`src/rtl/fpu_norm_iter_pkg.sv`:
```
// -----------------------------------------------------------------------------
// fpu_pkg
// Shared types and constants for the single-precision normalizer slice.
//   state_t   : normalizer FSM states (IDLE / SHIFT / DONE)
//   EXP_W     : biased exponent width
//   FRAC_W    : stored fraction width
//   MANT_W    : raw adder mantissa width {carry, hidden, fraction}
//   EXP_MAX   : all-ones exponent (Inf / NaN)
//   fp32_t    : packed IEEE-754 single {sign, exp, frac}
// -----------------------------------------------------------------------------
package fpu_pkg;

    localparam int EXP_W  = 8;
    localparam int FRAC_W = 23;
    localparam int MANT_W = 25;
    localparam logic [EXP_W-1:0] EXP_MAX = 8'hFF;

    typedef enum logic [1:0] {
        IDLE  = 2'd0,
        SHIFT = 2'd1,
        DONE  = 2'd2
    } state_t;

    typedef struct packed {
        logic              sign;
        logic [EXP_W-1:0]  exp;
        logic [FRAC_W-1:0] frac;
    } fp32_t;

    function automatic fp32_t pack_fp32(input logic              s,
                                        input logic [EXP_W-1:0]  e,
                                        input logic [FRAC_W-1:0] f);
        fp32_t r;
        r.sign = s;
        r.exp  = e;
        r.frac = f;
        return r;
    endfunction

endpackage

```
`src/rtl/fpu_norm_iter_if.sv`:
```
// -----------------------------------------------------------------------------
// fpu_norm_iter_if
// Operand / result handshake bundle of the normalizer.
//   in_valid/in_ready   : operand handshake (in_sign, in_exp, in_mant)
//   out_valid/out_ready : result handshake (out_result + status flags)
// Modports:
//   master : upstream/downstream side (drives operands and out_ready)
//   slave  : the normalizer itself
// -----------------------------------------------------------------------------
interface fpu_norm_iter_if;
    import fpu_pkg::*;

    logic              in_valid;
    logic              in_ready;
    logic              in_sign;
    logic [EXP_W-1:0]  in_exp;
    logic [MANT_W-1:0] in_mant;

    logic              out_valid;
    logic              out_ready;
    logic [31:0]       out_result;
    logic              out_zero;
    logic              out_overflow;
    logic              out_underflow;

    modport master (
        output in_valid, in_sign, in_exp, in_mant, out_ready,
        input  in_ready, out_valid, out_result, out_zero, out_overflow, out_underflow
    );

    modport slave (
        input  in_valid, in_sign, in_exp, in_mant, out_ready,
        output in_ready, out_valid, out_result, out_zero, out_overflow, out_underflow
    );

endinterface

```
`src/rtl/fpu_norm_step.sv`:
```
// -----------------------------------------------------------------------------
// fpu_norm_step
// Combinational single normalization step (one left shift per evaluation).
// Optional macro: FPU_NORM_NIBBLE_EN -- adds a 4-bit shift when the top
// nibble below the carry is clear and the exponent can absorb it.
// Ports:
//   i_mant        : current mantissa (carry bit already resolved)
//   i_exp         : current biased exponent
//   o_next_mant   : mantissa after this step
//   o_next_exp    : exponent after this step
//   o_stop        : normalization finished (hidden bit set or exponent floor)
//   o_underflow   : finished at the exponent floor -> denormal result
// -----------------------------------------------------------------------------
module fpu_norm_step
    import fpu_pkg::*;
(
    input  logic [MANT_W-1:0] i_mant,
    input  logic [EXP_W-1:0]  i_exp,
    output logic [MANT_W-1:0] o_next_mant,
    output logic [EXP_W-1:0]  o_next_exp,
    output logic              o_stop,
    output logic              o_underflow
);

    logic w_hidden;
    logic w_exp_floor;

    assign w_hidden    = i_mant[FRAC_W];
    // At exp 1 a further shift would need exp 0 with an implied hidden bit,
    // so the value is emitted as a denormal instead.
    assign w_exp_floor = (i_exp <= EXP_W'(1));

    always_comb begin
        o_next_mant = i_mant;
        o_next_exp  = i_exp;
        o_stop      = 1'b0;
        o_underflow = 1'b0;
        if (w_hidden) begin
            o_stop = 1'b1;
        end else if (w_exp_floor) begin
            o_stop      = 1'b1;
            o_underflow = 1'b1;
            o_next_exp  = '0;
        end
`ifdef FPU_NORM_NIBBLE_EN
        // Four single steps would all be taken here anyway (no hidden bit can
        // appear in the first three and exp stays >= 2), so jump directly.
        else if ((i_mant[FRAC_W -: 4] == 4'b0000) && (i_exp > EXP_W'(4))) begin
            o_next_mant = i_mant << 4;
            o_next_exp  = i_exp - EXP_W'(4);
        end
`endif
        else begin
            o_next_mant = i_mant << 1;
            o_next_exp  = i_exp - EXP_W'(1);
        end
    end

endmodule

```
`src/rtl/fpu_norm_iter.sv`:
```
// -----------------------------------------------------------------------------
// fpu_norm_iter
// Iterative post-subtraction normalizer. Takes the adder's raw 25-bit mantissa
// and exponent, resolves carry-out, cancellation, overflow and pass-through
// directly, otherwise left-shifts until the hidden bit is set or the exponent
// reaches its floor, then presents a packed IEEE-754 word.
// Optional macro: FPU_NORM_NIBBLE_EN (nibble shifts in fpu_norm_step).
// Ports:
//   clk   : clock, rising edge
//   rst_n : asynchronous active-low reset
//   bus   : fpu_norm_iter_if.slave (operand in, result out, flags)
// -----------------------------------------------------------------------------
module fpu_norm_iter
    import fpu_pkg::*;
(
    input  logic          clk,
    input  logic          rst_n,
    fpu_norm_iter_if.slave bus
);

    state_t            r_state;
    logic              r_sign;
    logic [EXP_W-1:0]  r_exp;
    logic [MANT_W-1:0] r_mant;
    fp32_t             r_result;
    logic              r_zero;
    logic              r_overflow;
    logic              r_underflow;

    state_t            w_state_next;
    logic              w_sign_next;
    logic [EXP_W-1:0]  w_exp_next;
    logic [MANT_W-1:0] w_mant_next;
    fp32_t             w_result_next;
    logic              w_zero_next;
    logic              w_overflow_next;
    logic              w_underflow_next;

    logic [EXP_W-1:0]  w_carry_exp;
    logic [MANT_W-1:0] w_carry_mant;

    logic [MANT_W-1:0] w_step_mant;
    logic [EXP_W-1:0]  w_step_exp;
    logic              w_step_stop;
    logic              w_step_underflow;

    fpu_norm_step u_step (
        .i_mant      (r_mant),
        .i_exp       (r_exp),
        .o_next_mant (w_step_mant),
        .o_next_exp  (w_step_exp),
        .o_stop      (w_step_stop),
        .o_underflow (w_step_underflow)
    );

    // Carry path: only reached when in_exp != EXP_MAX, so the increment
    // cannot wrap.
    assign w_carry_exp  = bus.in_exp + EXP_W'(1);
    assign w_carry_mant = bus.in_mant >> 1;

    always_ff @(posedge clk or negedge rst_n) begin
        if (!rst_n) begin
            r_state     <= IDLE;
            r_sign      <= 1'b0;
            r_exp       <= '0;
            r_mant      <= '0;
            r_result    <= '0;
            r_zero      <= 1'b0;
            r_overflow  <= 1'b0;
            r_underflow <= 1'b0;
        end else begin
            r_state     <= w_state_next;
            r_sign      <= w_sign_next;
            r_exp       <= w_exp_next;
            r_mant      <= w_mant_next;
            r_result    <= w_result_next;
            r_zero      <= w_zero_next;
            r_overflow  <= w_overflow_next;
            r_underflow <= w_underflow_next;
        end
    end

    always_comb begin
        w_state_next     = r_state;
        w_sign_next      = r_sign;
        w_exp_next       = r_exp;
        w_mant_next      = r_mant;
        w_result_next    = r_result;
        w_zero_next      = r_zero;
        w_overflow_next  = r_overflow;
        w_underflow_next = r_underflow;

        unique case (r_state)
            IDLE: begin
                if (bus.in_valid) begin
                    w_sign_next      = bus.in_sign;
                    w_exp_next       = bus.in_exp;
                    w_mant_next      = bus.in_mant;
                    w_zero_next      = 1'b0;
                    w_overflow_next  = 1'b0;
                    w_underflow_next = 1'b0;
                    w_state_next     = DONE;
                    if (bus.in_exp == EXP_MAX) begin
                        w_result_next = pack_fp32(bus.in_sign, EXP_MAX, bus.in_mant[FRAC_W-1:0]);
                    end else if (bus.in_mant == '0) begin
                        w_result_next = '0;
                        w_zero_next   = 1'b1;
                    end else if (bus.in_mant[MANT_W-1]) begin
                        w_exp_next  = w_carry_exp;
                        w_mant_next = w_carry_mant;
                        if (w_carry_exp == EXP_MAX) begin
                            w_result_next   = pack_fp32(bus.in_sign, EXP_MAX, '0);
                            w_overflow_next = 1'b1;
                        end else begin
                            w_result_next = pack_fp32(bus.in_sign, w_carry_exp,
                                                      w_carry_mant[FRAC_W-1:0]);
                        end
                    end else if (bus.in_mant[FRAC_W] || (bus.in_exp == '0)) begin
                        w_result_next = pack_fp32(bus.in_sign, bus.in_exp, bus.in_mant[FRAC_W-1:0]);
                    end else begin
                        w_state_next = SHIFT;
                    end
                end
            end
            SHIFT: begin
                w_exp_next  = w_step_exp;
                w_mant_next = w_step_mant;
                if (w_step_stop) begin
                    w_state_next     = DONE;
                    w_underflow_next = w_step_underflow;
                    w_result_next    = pack_fp32(r_sign, w_step_exp, w_step_mant[FRAC_W-1:0]);
                end
            end
            DONE: begin
                if (bus.out_ready) begin
                    w_state_next = IDLE;
                end
            end
            default: begin
                w_state_next = IDLE;
            end
        endcase
    end

    assign bus.in_ready      = (r_state == IDLE);
    assign bus.out_valid     = (r_state == DONE);
    assign bus.out_result    = r_result;
    assign bus.out_zero      = r_zero;
    assign bus.out_overflow  = r_overflow;
    assign bus.out_underflow = r_underflow;

endmodule

```
`src/flat_wrapper.sv`:
```
// flat-port wrapper written by rule: the top's interface ports become plain ports
module fpu_norm_iter_flat import fpu_pkg::*;
  (clk, rst_n, bus_in_valid, bus_in_sign, bus_in_exp, bus_in_mant, bus_out_ready, bus_in_ready, bus_out_valid, bus_out_result, bus_out_zero, bus_out_overflow, bus_out_underflow);
  fpu_norm_iter_if bus_i ();
  input  logic clk;
  input  logic rst_n;
  input wire logic [$bits(bus_i.in_valid)-1:0] bus_in_valid;
  input wire logic [$bits(bus_i.in_sign)-1:0] bus_in_sign;
  input wire logic [$bits(bus_i.in_exp)-1:0] bus_in_exp;
  input wire logic [$bits(bus_i.in_mant)-1:0] bus_in_mant;
  input wire logic [$bits(bus_i.out_ready)-1:0] bus_out_ready;
  output wire logic [$bits(bus_i.in_ready)-1:0] bus_in_ready;
  output wire logic [$bits(bus_i.out_valid)-1:0] bus_out_valid;
  output wire logic [$bits(bus_i.out_result)-1:0] bus_out_result;
  output wire logic [$bits(bus_i.out_zero)-1:0] bus_out_zero;
  output wire logic [$bits(bus_i.out_overflow)-1:0] bus_out_overflow;
  output wire logic [$bits(bus_i.out_underflow)-1:0] bus_out_underflow;
  assign bus_i.in_valid = bus_in_valid;
  assign bus_i.in_sign = bus_in_sign;
  assign bus_i.in_exp = bus_in_exp;
  assign bus_i.in_mant = bus_in_mant;
  assign bus_i.out_ready = bus_out_ready;
  assign bus_in_ready = bus_i.in_ready;
  assign bus_out_valid = bus_i.out_valid;
  assign bus_out_result = bus_i.out_result;
  assign bus_out_zero = bus_i.out_zero;
  assign bus_out_overflow = bus_i.out_overflow;
  assign bus_out_underflow = bus_i.out_underflow;
  fpu_norm_iter u_core (.clk(clk), .rst_n(rst_n), .bus(bus_i));
endmodule
```
`config.mk`:
```
export PLATFORM = sky130hd
export DESIGN_NAME = fpu_norm_iter_flat
export DESIGN_NICKNAME = d
export VERILOG_FILES = /design/src/rtl/fpu_norm_iter_pkg.sv /design/src/rtl/fpu_norm_iter_if.sv /design/src/rtl/fpu_norm_step.sv /design/src/rtl/fpu_norm_iter.sv /design/src/flat_wrapper.sv
export SDC_FILE = /design/constraint.sdc
export NUM_CORES = 1
export LEC_CHECK = 0
export ABC_AREA = 1
export CAP_MARGIN = 40
export CORE_MARGIN = 2
export CORE_UTILIZATION = 50
export DETAILED_ROUTE_END_ITERATION = 12
export HOLD_SLACK_MARGIN = 0.12
export PLACE_DENSITY = 0.84
export SYNTH_ARGS = -nofsm -noshare
export SYNTH_HDL_FRONTEND = slang
export SYNTH_HIERARCHICAL = 1
export SYNTH_SLANG_ARGS = --single-unit
```
`constraint.sdc`:
```
create_clock -name clk -period 2.2 [get_ports clk]
set_clock_uncertainty 0.1 [all_clocks]
set_input_delay 0.44 -clock clk [delete_from_list [all_inputs] [get_ports clk]]
set_output_delay 0.44 -clock clk [all_outputs]
set_load 0.1 [all_outputs]
```
---- Yosys cells after proc, flatten, opt, wreduce, memory -nomap -nowiden ----
Index checks and enable logic that the tools add are counted.
Widths: inputs -> output; s select.
word-level totals
  flip-flop bits (word level) ............. 70
  input bits .............................. 38
  output and inout port bits .............. 37
  logic and storage cells ................. 73
operators by class
  $add $sub $neg .......................... 2
  $lt $le $gt $ge ......................... 1
  equality and inequality tests ........... 8
  multiplexer cells ....................... 42
  reduce and logical (&&, ||, !) cells .... 10
operators by type and width
  kind                 number
  $mux 32              6
  $mux 24              6
  $pmux 32 s2          1
  $mux 8               6
  $pmux 24 s2          1
  $mux 31              1
  $logic_not 25->1     1
  $eq 8x8->1 const B   2
  $pmux 8 s2           1
  $mux 2               7
  $mux 1               11
  $add 8x1->8 const B  1
  $le 8x1->1 const B   1
  $logic_not 8->1      1
  $sub 8x1->8 const B  1
  $ne 2x2->1 const B   3
  $pmux 2 s3           1
  $reduce_and 3->1     2
  $ne 5x2->1 const B   1
  $reduce_and 2->1     2
  $reduce_and 4->1     1
  $eq 2x1->1 const B   1
  $eq 2x2->1 const B   1
  $logic_not 2->1      1
  3 further kinds      3

---- Longest topological paths before layout ----
Gate-level depths: netlist of the first run.
  depth after elaboration ................. 8
  gate-level depth with buffers ........... 15
  mapped depth without buffers ............ 14

---- By module ----
Netlist of the first run, hierarchy kept.
by module, submodules not included
  module         instances  cells each  area each (sq um)
  fpu_norm_iter  1          711         4707.0
  fpu_norm_step  1          134         759.5

---- Least setup slack after synthesis of the first run ----
No wires, ideal clock.
  path kind ............................... register to register
  from .................................... register u_core.r_state[0]
  to ...................................... register u_core.r_result (netlist bit u_core/bus.out_result[21])
  arrival time ............................ 2.951 ns
  slack ................................... -0.974 ns
  stages on the path, launching flop included .. 8
  clock period less this slack ............ 3.174 ns
  cells stage by stage .................... dfrtp_1 nor2_1 nand2_1 o21ai_1 nand2_4 buf_2 nor2_1 a21oi_2
between the ends
  longest elaborated chain between the ends .. 3
  elaborated cells on any way between the ends .. 8
ends and longest elaborated chain
  what                                          line                 RTL
  start, declared                               fpu_norm_iter.sv:21  state_t r_state;
  start signal, assigned                        fpu_norm_iter.sv:72  r_state <= w_state_next;
  $logic_not 2->1 (*)                           --
  named net bus_in_ready                        flat_wrapper.sv:12   output wire logic [$bits(bus_i.in_ready)-1:0] bus_in_ready;
  $ne 5x2->1 (no line) (tied with other cells)  --
  $reduce_and 4->1 (no line)                    --
  end signal, assigned                          fpu_norm_iter.sv:76  r_result <= w_result_next;
  end, declared                                 fpu_norm_iter.sv:25  fp32_t r_result;
The timed path passes the listed nets; every way through them passes the cells marked *.
A chain may end at the register's enable or synchronous reset.

---- Final worst setup path of the first run ----
  from .................................... input port bus_in_mant[2]
  to ...................................... register u_core.r_state[1]
between the ends
  longest elaborated chain between the ends .. 5
ends and longest elaborated chain
  what              line                  RTL
  start, declared   flat_wrapper.sv:10    input wire logic [$bits(bus_i.in_mant)-1:0] bus_in_mant;
  $logic_not 25->1  fpu_norm_iter.sv:105  end else if (bus.in_mant == '0) begin
  $mux 2            fpu_norm_iter.sv:105
  $mux 2            fpu_norm_iter.sv:103  if (bus.in_exp == EXP_MAX) begin
  $mux 2            fpu_norm_iter.sv:95   if (bus.in_valid) begin
  $pmux 2 s3        fpu_norm_iter.sv:93   unique case (r_state)
Every way passes these cells. The select of a mux whose other input is x is not followed.

==> run_results.csv, run 1 <==
group,metric,value,unit
outcome,outcome,"completed",
die,die_height,108,um
synth,synth_area,5420,um^2
critical_path,crit_path_end_kind,"flip-flop",
sta,hold_viol,0,
sta,worst_slack,0.0612,ns
route,viasPerCell,5.48,
critical_path,cp-start-kind,"input port",
place,dp_slack,-0.370,ns
critical_path,rr_worst_depth,12,
cts,tritoncts,"built",
synth,syn_area_per_cell,6.46,um^2
synth,syn_inst,839,
synth,synth_warnings,6,
cts,cts_htree_levels,3,
grt,antenna_found_initial,0,
die,dieArea,11700,um^2
power,p_leak,3.98,nW
place,dp_hpwl,11300,um
power,power.ir.vdd_worst,0.00109,V
die,num_rows,38,
synth,syn_nets,882,
sta,setup_viol,0,
route,drtAntennaViolNets,0,
critical_path,crit_fanout,6,
grt,grt_pass1_vias,5758,
cells_and_area,areaGrowthSynthToFinish,33.8,%
critical_path,path_cells,"clkdlybuf4s50_1 > inv_1 > nand3_1 > nor2_1 > nand4_1 > nor2_4 > nor2_2 > nand2_2 > nand2_4 > inv_8 > buf_4 > or2_2",
critical_path,cpMaxStageDelayCell,"clkdlybuf4s50_1",
cells_and_area,diodes,0,
sta,setup_tns,0,ns
power,powerDensity,1490,nW/um^2
grt,grt_remaining_overflow,0,
cts,insertion_delay,0.37,ns
route,drc,0,
cts,cts_root_buffer,"clkbuf_8",
sta,final_max_slew_viol_count,0,
sta,slew_headroom,0.561,
route,num_vias,6209,
cts,clkSinkCount,70,
sta,rsz0062_at_grt,"yes",
sta,worst_slew_pin_slew,0.658,ns
hold_path,hold_class,"flip-flop to flip-flop",
cts,path_clk_slew,0.07,ns
run,maxCapViolations,0,
sta,fin_crit_sh,0.972,
die,ios,75,
die,floorplan.initialDensity,0.506,
hold_path,holdPathEnd,"u_core/bus.out_result[28]",
critical_path,critPathMaxStageDelay,0.53,ns
power,comb_power_share,0.665,
hold_path,hold_start,"u_core/bus.out_result[28]",
critical_path,required,2.34,ns
power,internal_power,4.82,mW
place,globalplace.congestion,0.956,
cells_and_area,fin_cells,1132,
power,p_switching,5.96,mW
cells_and_area,final_common_cell,"nand2_1",
grt,grt_pass1_wl,26800,um
die,core,10700,um^2
grt,grt_use_total,0.287,
route,wl,16700,um
sta,period_needed,2.14,ns
cells_and_area,final_util,0.677,
cts,clockBufferDepth,2,
sta,fmax,468,MHz
grt,grt_max_degree,78,
route,firstDrtPassIters,5,
hold_path,whs_path_depth,2,
critical_path,path_class,"input port to flip-flop",
power,swShare,0.553,
critical_path,r2r_start,"u_core/r_exp[0]",
die,fp.dieW,108,um
critical_path,rrSetupSlack,0.13,ns
power,clkPwrFrac,0.109,
place,placed_cells,1108,
place,portBuffers,74,
sta,hold_ws,0.385,ns
cells_and_area,final_cell_mix,"nand2_1 (250), buf_4 (129), nor2_1 (94)",
cells_and_area,drive_gt1_frac,0.245,
cells_and_area,nets,1030,
power,p_total,10.8,mW
power,seqPwrFrac,0.226,
cells_and_area,stdcell_area,7250,um^2
cts,numCtsBuffers,9,
route,routedWlPerCell,14.7,um
critical_path,crit_arrival,2.28,ns
route,drt_iter0_drc,656,
place,placed_area,6870,um^2
critical_path,rr_endpoint,"u_core/r_state[1]",
==> critical path, delay by kind of cell <==
family	cells	cell delay, ns
AND/OR/NAND/NOR	8	1.02
buffers and inverters	4	0.81
==> registers in the layout, indices dropped and copies added (netlist names) <==
name                      count
u_core/bus.out_underflow      1
u_core/r_sign                 1
u_core/bus.out_result        32
u_core/r_mant                24
u_core/bus.out_overflow       1
u_core/r_state                2
u_core/bus.out_zero           1
u_core/r_exp                  8
==> layer usage <==
layer	GRT usage	vias to the layer above	share of wire
li1	-	2974	-
met1	0.373	2860	0.40
met2	0.483	327	0.49
met3	0.0374	48	0.077
met4	0.116	0	0.030
met5	0	-	0
==> worst max-delay path by stage <==
stage                            from                         to  slack (ns)  depth (start not counted)
floorplan           u_core/r_state[0]  u_core/bus.out_result[21]        0.03                          7
global placement      bus_in_mant[20]   u_core/bus.out_result[9]       -0.31                         12
detailed placement    bus_in_mant[20]  u_core/bus.out_result[20]       -0.37                         12
CTS                     bus_in_exp[1]   u_core/bus.out_result[4]        0.01                         17
global route           bus_in_mant[2]  u_core/bus.out_result[18]       -0.04                         13
finish                 bus_in_mant[2]          u_core/r_state[1]        0.06                         12
==> power by group through the flow <==
stage	Combinational [mW]	Sequential, mW	Clock [mW]
after global routing	7.65	2.51	1.23
after floorplan	3.29	4.37	0
after detailed placement	6.99	2.45	0
final	7.17	2.44	1.17
after CTS	7.03	2.44	1.17
after global placement	6.88	2.43	0
==> timing repair <==
item,4_1_cts,5_1_grt
gates resized for setup,1,29
buffers inserted,0,6
hold endpoints to repair,22,0
pin swaps,0,9
endpoints found under the setup margin,3,50
cloned,0,1
hold buffers,1,0
==> final cells by class <==
| cell class | count | area [um^2] |
|---|---|---|
| Clock buffer | 10 | 128 |
| Clock inverter | 6 | 86.3 |
| Fill cell | 868 | 3450 |
| Inverter | 90 | 348 |
| Multi-Input combinational cell | 633 | 3110 |
| Sequential cell | 70 | 1750 |
| Tap cell | 140 | 175 |
| Timing Repair Buffer | 183 | 1650 |
(Power assumes the default switching activity.)
==> run 2: changes to the inputs <==
- CTS_CLUSTER_DIAMETER: unset -> 50
- GPL_TIMING_DRIVEN: unset -> 0
==> run_results.csv, run 2 (synthesis gave the netlist of run 1 again) <==
group,metric,value,unit
grt,antenna_found_initial,0,
cts,insertion_delay,0.37,ns
power,p_switching,6.33,mW
critical_path,critPathMaxStageDelay,0.50,ns
grt,grt_use_total,0.304,
critical_path,path_class,"input port to flip-flop",
critical_path,crit_path_end_kind,"flip-flop",
die,core,10700,um^2
sta,setup_tns,-0.0115,ns
die,die_height,108,um
sta,slew_headroom,0.541,
die,fp.dieW,108,um
place,dp_slack,-0.736,ns
critical_path,path_cells,"clkdlybuf4s50_1 > nor3_2 > nand4_1 > nor2_4 > nor2_4 > nand2_2 > nand2_4 > buf_4 > nor2_1 > a21oi_1",
die,dieArea,11700,um^2
cells_and_area,stdcell_area,7420,um^2
die,ios,75,
sta,hold_ws,0.384,ns
power,clkPwrFrac,0.102,
critical_path,crit_arrival,2.35,ns
power,swShare,0.530,
outcome,outcome,"complete, but fails checks",
critical_path,critPathLaunch,"bus_in_mant[21]",
power,p_total,11.9,mW
cts,clockBufferDepth,2,
critical_path,critPathBufInv,2,
critical_path,r2r_start,"u_core/r_state[0]",
place,portBuffers,72,
cells_and_area,final_common_cell,"nand2_1",
cts,clkSinkCount,70,
route,wl,17800,um
route,routedWlPerCell,15.8,um
sta,period_needed,2.21,ns
cts,numCtsBuffers,9,
cts,cts_htree_levels,3,
grt,grt_remaining_overflow,0,
place,placed_area,6900,um^2
sta,fmax,452,MHz
grt,grt_pass1_vias,5786,
cells_and_area,largest_register_ffs,32,
place,globalplace.congestion,0.954,
critical_path,rr_worst_depth,6,
cts,tritoncts,"built",
hold_path,hold_class,"input port to flip-flop",
route,drtAntennaViolNets,0,
outcome,violations,"negative setup slack",
run,maxCapViolations,0,
power,powerDensity,1610,nW/um^2
route,firstDrtPassIters,7,
critical_path,crit_top_cell,"nor2_4",
power,internal_power,5.61,mW
cells_and_area,drive_gt1_frac,0.215,
sta,worst_slew_pin_slew,0.688,ns
grt,grt_max_degree,42,
route,viasPerCell,5.54,
power,seqPwrFrac,0.202,
critical_path,crit_fanout,5,
route,num_vias,6227,
sta,final_max_slew_viol_count,0,
sta,fin_crit_sh,1.01,
critical_path,crit_family,"simple AND/OR/NAND/NOR gates",
cts,path_clk_slew,0.10,ns
route,drt_iter0_drc,698,
place,placed_cells,1089,
critical_path,required,2.34,ns
critical_path,cpMaxStageDelayCell,"clkdlybuf4s50_1",
sta,hold_viol,0,
cells_and_area,nets,1022,
die,floorplan.initialDensity,0.506,
cts,cts_root_buffer,"clkbuf_8",
cells_and_area,final_cell_mix,"nand2_1 (249), nor2_1 (86), a21oi_1 (68), dfrtp_1 (68), inv_1 (66)",
route,drc,0,
cells_and_area,fin_cells,1124,
hold_path,whs_path_depth,3,
place,dp_hpwl,11900,um
sta,setup_viol,1,
power,power.ir.vdd_worst,0.00130,V
power,comb_power_share,0.697,
critical_path,cp.depth,10,
sta,worst_slack,-0.0115,ns
cells_and_area,final_util,0.694,
critical_path,cp-start-kind,"input port",
cells_and_area,areaGrowthSynthToFinish,37.0,%
power,p_leak,3.96,nW
die,num_rows,38,
hold_path,hold_start,"bus_in_mant[23]",
grt,grt_pass1_wl,28000,um
cells_and_area,diodes,0,
-- run 2: changes by cell type in the layout (fill, tap and decap cells not counted), sizes merged --
cell,change
buf,-59
clkbuf,+18
clkdlybuf4s50,+24
clkinv,-1
clkinvlp,+1
dlygate4sd2,+1
dlymetal6s2s,+6
inv,+1
nor2,+1
-- run 2: per-layer routing --
layer	GRT usage	vias to the layer above	routed length, um
met5	0	-	0
met1	0.390	2817	7100
met4	0.145	0	732
met3	0.0579	74	1620
li1	-	2950	-
met2	0.493	386	8350
-- run 2: power groups by stage --
stage | Clock [mW] | Sequential (mW) | Combinational [mW]
floorplan | 0 | 4.37 | 3.29
finish | 1.21 | 2.41 | 8.32
CTS | 1.23 | 2.39 | 8.05
global placement | 0 | 2.41 | 6.78
detailed placement | 0 | 2.41 | 7.89
global route | 1.27 | 2.48 | 8.81
-- run 2: cell type report --
cell class / count / area, um^2
Fill cell: 823 / 3270
Tap cell: 140 / 175
Multi-Input combinational cell: 634 / 3150
Inverter: 90 / 348
Buffer: 45 / 300
Clock inverter: 7 / 97.6
Timing Repair Buffer: 129 / 1480
Clock buffer: 9 / 124
Sequential cell: 70 / 1750
-- run 2: worst min-delay path, cell delays in order --
cell,delay (ns)
dlymetal6s2s_1,0.19
nor2_1,0.12
o21ai_0,0.07
-- run 2: final timing paths --
kind	to	slack, ns
setup / recovery	u_core/bus.out_result[0]	-0.01
hold / removal	u_core/r_mant[23]	0.38
setup reg to reg	u_core/r_exp[0]	0.02
hold reg to reg	u_core/bus.out_result[31]	0.39
max in group asynchronous	u_core/r_state[1]	0.98
min in group asynchronous	u_core/r_mant[0]	0.44
-- run 2: repair_timing --
item | CTS | global route
hold endpoints to repair | 29 | 0
hold buffers | 1 | 0
setup buffers | 6 | 14
pin swaps | 5 | 10
gates resized for setup | 19 | 68
setup endpoints to repair | 61 | 62
cloned | 0 | 1
